===== config.mk =====
export PLATFORM = sky130hd
export DESIGN_NAME = baudgen_frac_flat
export DESIGN_NICKNAME = d
export VERILOG_FILES = /design/src/rtl/baudgen_frac_if.sv /design/src/rtl/baudgen_frac.sv /design/src/flat_wrapper.sv
export SDC_FILE = /design/constraint.sdc
export NUM_CORES = 1
export LEC_CHECK = 0
export ABC_AREA = 1
export CORE_ASPECT_RATIO = 1.4
export CORE_MARGIN = 4
export CORE_UTILIZATION = 55
export CTS_CLUSTER_DIAMETER = 120
export DETAILED_ROUTE_END_ITERATION = 10
export PLACE_DENSITY = 0.83
export SETUP_SLACK_MARGIN = 0.05
export SLEW_MARGIN = 20
export SYNTH_ARGS = -nofsm -noshare
export SYNTH_HDL_FRONTEND = slang
export SYNTH_SLANG_ARGS = --single-unit

===== constraint.sdc =====
create_clock -name clk -period 2.87 [get_ports clk]
set_input_delay 0.574 -clock clk [delete_from_list [all_inputs] [get_ports clk]]
set_output_delay 0.574 -clock clk [all_outputs]
set_load 0.02 [all_outputs]

===== src/rtl/baudgen_frac_if.sv =====
`default_nettype none
// ============================================================================
// Module      : baudgen_frac_if
// Description : Control/status bundle between the UART controller and the
//               fractional baud-rate generator.
//               master : drives en, inc_wr, inc_in, resync; observes inc_q,
//                        tick, bit_tick, mid_tick.
//               slave  : the generator side (mirror directions).
// Revision    : 1.0 - initial release
// ============================================================================
interface baudgen_frac_if #(
  parameter int ACC_WIDTH = 16
) ();
  logic                 en;        // accumulate enable
  logic                 inc_wr;    // load strobe for inc_in
  logic [ACC_WIDTH-1:0] inc_in;    // new increment value
  logic                 resync;    // phase realign strobe
  logic [ACC_WIDTH-1:0] inc_q;     // current increment readback
  logic                 tick;      // oversample tick
  logic                 bit_tick;  // last tick of each bit period
  logic                 mid_tick;  // mid-bit sample tick

  modport master (
    output en, inc_wr, inc_in, resync,
    input  inc_q, tick, bit_tick, mid_tick
  );

  modport slave (
    input  en, inc_wr, inc_in, resync,
    output inc_q, tick, bit_tick, mid_tick
  );
endinterface
`default_nettype wire


===== src/rtl/baudgen_frac.sv =====
`default_nettype none
// ============================================================================
// Module      : baudgen_frac
// Description : Fractional-N baud-rate generator. A phase accumulator with a
//               runtime-loadable increment produces an oversample tick from
//               its carry; a tick-phase counter marks the last tick of each
//               bit (bit_tick) and the mid-bit sample tick (mid_tick).
//               resync realigns both accumulator and phase to an RX edge.
// Ports       : clk  - system clock, rising edge
//               rst  - synchronous active-high reset
//               bus  - baudgen_frac_if.slave (en, inc_wr, inc_in, resync in;
//                      inc_q, tick, bit_tick, mid_tick out)
// Revision    : 1.0 - initial release
// ============================================================================
module baudgen_frac #(
  parameter int CLK_HZ      = 12000000,
  parameter int BAUD        = 115200,
  parameter int OVERSAMPLE  = 4,
  parameter int ACC_WIDTH   = 16,
  parameter int INC_DEFAULT = ((BAUD*OVERSAMPLE<<(ACC_WIDTH-4))+(CLK_HZ>>5))/(CLK_HZ>>4)
) (
  input  wire logic     clk,
  input  wire logic     rst,
  baudgen_frac_if.slave bus
);

  localparam int PH_W = $clog2(OVERSAMPLE);

  localparam logic [PH_W-1:0]      c_PH_LAST = PH_W'(OVERSAMPLE - 1);
  localparam logic [PH_W-1:0]      c_PH_MID  = PH_W'(OVERSAMPLE / 2 - 1);
  localparam logic [ACC_WIDTH-1:0] c_INC_RST = ACC_WIDTH'(INC_DEFAULT);

  // Bit ACC_WIDTH of the accumulator is the carry out of the last add.
  logic [ACC_WIDTH:0]   acc_q, acc_d;
  logic [ACC_WIDTH-1:0] inc_q, inc_d;
  logic [PH_W-1:0]      ph_q,  ph_d;

  logic w_tick;

  assign w_tick = acc_q[ACC_WIDTH];

  // Accumulator: the carry is always dropped before the next add, so a tick
  // can never persist longer than one cycle, even while en is low.
  always_comb begin
    acc_d = {1'b0, acc_q[ACC_WIDTH-1:0]};
    if (bus.resync) begin
      acc_d = '0;
    end else if (bus.en) begin
      acc_d = {1'b0, acc_q[ACC_WIDTH-1:0]} + {1'b0, inc_q};
    end
  end

  // Tick phase counter; a resync coinciding with a tick wins and discards
  // that tick's advance.
  always_comb begin
    ph_d = ph_q;
    if (bus.resync) begin
      ph_d = '0;
    end else if (w_tick) begin
      ph_d = (ph_q == c_PH_LAST) ? '0 : ph_q + 1'b1;
    end
  end

  // A newly loaded increment is seen by the add after the load edge; the
  // add at the load edge itself still uses the previous value.
  always_comb begin
    inc_d = inc_q;
    if (bus.inc_wr) begin
      inc_d = bus.inc_in;
    end
  end

  always_ff @(posedge clk) begin
    if (rst) begin
      acc_q <= '0;
      ph_q  <= '0;
      inc_q <= c_INC_RST;
    end else begin
      acc_q <= acc_d;
      ph_q  <= ph_d;
      inc_q <= inc_d;
    end
  end

  // Outputs decode registers only.
  assign bus.tick     = w_tick;
  assign bus.bit_tick = w_tick & (ph_q == c_PH_LAST);
  assign bus.mid_tick = w_tick & (ph_q == c_PH_MID);
  assign bus.inc_q    = inc_q;

endmodule
`default_nettype wire

===== src/flat_wrapper.sv =====
// flat-port wrapper written by rule: the top's interface ports become plain ports
module baudgen_frac_flat 
#(
  parameter int CLK_HZ      = 12000000,
  parameter int BAUD        = 115200,
  parameter int OVERSAMPLE  = 4,
  parameter int ACC_WIDTH   = 16,
  parameter int INC_DEFAULT = ((BAUD*OVERSAMPLE<<(ACC_WIDTH-4))+(CLK_HZ>>5))/(CLK_HZ>>4)
)
  (clk, rst, bus_en, bus_inc_wr, bus_inc_in, bus_resync, bus_inc_q, bus_tick, bus_bit_tick, bus_mid_tick);
  baudgen_frac_if #(.ACC_WIDTH(ACC_WIDTH)) bus_i ();
  input  wire logic clk;
  input  wire logic rst;
  input wire logic [$bits(bus_i.en)-1:0] bus_en;
  input wire logic [$bits(bus_i.inc_wr)-1:0] bus_inc_wr;
  input wire logic [$bits(bus_i.inc_in)-1:0] bus_inc_in;
  input wire logic [$bits(bus_i.resync)-1:0] bus_resync;
  output wire logic [$bits(bus_i.inc_q)-1:0] bus_inc_q;
  output wire logic [$bits(bus_i.tick)-1:0] bus_tick;
  output wire logic [$bits(bus_i.bit_tick)-1:0] bus_bit_tick;
  output wire logic [$bits(bus_i.mid_tick)-1:0] bus_mid_tick;
  assign bus_i.en = bus_en;
  assign bus_i.inc_wr = bus_inc_wr;
  assign bus_i.inc_in = bus_inc_in;
  assign bus_i.resync = bus_resync;
  assign bus_inc_q = bus_i.inc_q;
  assign bus_tick = bus_i.tick;
  assign bus_bit_tick = bus_i.bit_tick;
  assign bus_mid_tick = bus_i.mid_tick;
  baudgen_frac #(.CLK_HZ(CLK_HZ), .BAUD(BAUD), .OVERSAMPLE(OVERSAMPLE), .ACC_WIDTH(ACC_WIDTH), .INC_DEFAULT(INC_DEFAULT)) u_core (.clk(clk), .rst(rst), .bus(bus_i));
endmodule

==> impl_metrics.csv <==
group,metric,value,unit
clock_network,ctsHoldBuffers,0,
logic_synthesis,synth.top_cell.area_share,0.311,
logic_synthesis,synth_top_family_by_area,"simple AND/OR/NAND/NOR gates",
worst_setup_path,max_stage_delay,0.60,ns
floorplanning,initial_core_util,0.570,
clock_network,path_clk_slew,0.07,ns
placement,dp.cells,431,
global_route,antenna_found_initial,0,
routing,wl,5260,µm
routing,vias,2195,
routing,post-route-drc-count,0,
min_path,worst_hold_path_type,"reg -> reg",
floorplanning,core_area,3950,µm²
timing,final_max_slew_viol_count,0,
logic_synthesis,yosys.area_share.simple,0.365,
timing,worst_pin_slew,0.503,ns
logic_synthesis,synthAdderAreaFrac,0.109,
clock_network,cts_buffers,5,
layout,syn_to_final_growth,22.3,%
power_and_ir_drop,power_leakage,1.49,nW
floorplanning,die_height,83.7,µm
power_and_ir_drop,peakVddDrop,0.468,mV
worst_setup_path,cp_cell_sequence,"ha_1, nand2_1, inv_1, clkdlybuf4s50_1",
placement,io_buffers,39,
worst_setup_path,start_kind,"flip-flop",
logic_synthesis,ys_seq_area_frac,0.311,
worst_setup_path,critPathArrivalTime,1.54,ns
worst_setup_path,worstSetupEndpointType,"output port",
floorplanning,die_w,62.1,µm
clock_network,htreeDepth,2,
logic_synthesis,syn_area,2250,µm²
global_route,overflow,0,
routing,drtIter0Drc,97,
timing,fin_skew,0.00406,ns
logic_synthesis,synth.net_count,394,
timing,post-route-min-period,2.11,ns
logic_synthesis,synth_top_area_cell,"dfxtp_1",
logic_synthesis,synth_xor_area_frac,0.0194,
layout,nNetsFinal,435,
clock_network,cts_tree,"done",
timing,fin_setup_tns,0,ns
layout,diodes,0,
timing,hold_viol,0,
logic_synthesis,synthTopCellsByArea,"dfxtp_1 31%, nand2_1 17%, ha_1 10%",
worst_setup_path,critPathTopFamily,"buffers and inverters",
layout,final_cell_mix,"101 x nand2_1, 59 x inv_1, 51 x nor2_1",
timing,slew_headroom,0.664,
timing,min_period_over_period,0.735,
global_route,grtUsageTotal,0.230,
placement,place.gp.congestion,0.936,
placement,post-dp-hpwl,4210,µm
logic_synthesis,ys_ff_latch,35,
worst_setup_path,path_max_fanout,3,
power_and_ir_drop,powerDensity,429,nW/µm²
clock_network,cts.sinks,35,
worst_setup_path,crit_type,"reg -> out",
worst_setup_path,slowest_stage,"clkdlybuf4s50_1",
global_route,grt_max_degree,21,
floorplanning,rows,27,
global_route,grt_use_met1,0.260,
worst_setup_path,critPathBufInv,2,
clock_network,postCtsSetupRepairBufs,0,
routing,vias_per_cell,5.00,
timing,timing.hold.ws,0.472,ns
floorplanning,floorplan.die_area,5200,µm²
timing,setup_ws,0.761,ns
timing,rsz0062_at_grt,"false",
logic_synthesis,ys_types,27,
run_status,status,"finished, final reports clean",
layout,layoutNonFillerInstCount,439,
routing,avgRoutedWirePerCell,12.0,µm
power_and_ir_drop,total_power,1.18,mW
layout,layout_commonest_cell,"nand2_1",
logic_synthesis,synth_mux_area_frac,0,
routing,ant_nets,0,
layout,finish.instance_area,2760,µm²
clock_network,root_buffer,"clkbuf_8",
clock_network,clock_path_buffers,2,
routing,dr.pass1.iters,5,
clock_network,clk-insertion-delay-late,0.29,ns
global_route,top_usage_layer,"met2",
clock_network,cts_resized,0,
layout,final_util,0.697,
layout,fillers,365,
logic_synthesis,yosys_warnings,0,
job,drv_cap,0,
global_route,gr-usage-met3,0.0464,
placement,place_ws,0.811,ns
global_route,grt_pass1_wl,9220,µm
worst_setup_path,required,2.30,ns
placement,dpl_cell_area,2670,µm²
timing,setup_viol,0,
logic_synthesis,synth-compound-area-share,0.0772,
timing,max_freq,474,MHz
global_route,first_global_vias,2194,
floorplanning,ioPinCount,40,
logic_synthesis,avgSynthCellArea,6.36,µm²
layout,drive_gt1_frac,0.0556,
logic_synthesis,synth_cells,354,
global_route,use_met2,0.401,
-- cell type report --
type	instances	area, µm²	area share
sequential	35	701	0.254
multi-input combinational	251	1280	0.466
clock buffer	7	76.3	0.0277
tap	43	53.8	0.0195
inverter	61	229	0.0831
timing repair buffer	41	405	0.147
clock inverter	1	5.00	0.00182
-- per-layer routing --
layer,up-vias,wire length (µm)
li1,1170,-
met1,976,2150
met4,0,128
met2,37,2800
met3,12,174
met5,-,0
-- logic make-up after synthesis --
kind of cell    count (synthesis)
simple gates                  195
buf+inv                        68
fa+ha+maj                      19
compound gates                 32
xor+xnor                        5
flops                          35
-- tightest hold or removal path: stages (launching register included) --
cell and delay (ns):
dfxtp_1 0.31, nand2_1 0.06, a21oi_1 0.05
-- power breakdown --
group | internal, mW | switching, mW
sequential | 0.513 | 0.0203
combinational | 0.130 | 0.176
clock | 0.170 | 0.172
-- synthesized netlist by cell type --
cell	n
dfxtp_1	35
nor3_2	3
ha_1	18
xor2_1	2
inv_2	2
a21oi_1	12
fa_1	1
nor2_2	1
nand3_2	1
nand3_1	28
nand2_1	101
xnor2_1	3
nor2_1	51
nand4_1	1
buf_2	3
clkbuf_1	3
or2_4	1
buf_6	1
o31ai_1	1
nand2_2	4
or2_1	1
inv_1	59
and2_4	1
a21oi_2	1
nor3_1	2
o21ai_0	15
o211ai_1	3
-- state kept, by name, summed over array words and instances, names as in the netlist --
| register | count |
|---|---|
| u_core.ph_q | 2 |
| u_core.acc_q | 17 |
| u_core.bus.inc_q | 16 |
-- worst paths after layout --
check | from | endpoint | slack, ns | cells after the start
worst max register to register | u_core.bus.inc_q[0] | u_core.acc_q[12] | 1.07 | 11
worst min-delay path | u_core.acc_q[0] | u_core.acc_q[0] | 0.47 | 2
worst max-delay path | u_core.ph_q[0] | bus_bit_tick | 0.76 | 4
worst min register to register | u_core.acc_q[0] | u_core.acc_q[0] | 0.47 | 2
Note: power is estimated with default switching activity, not from simulation.
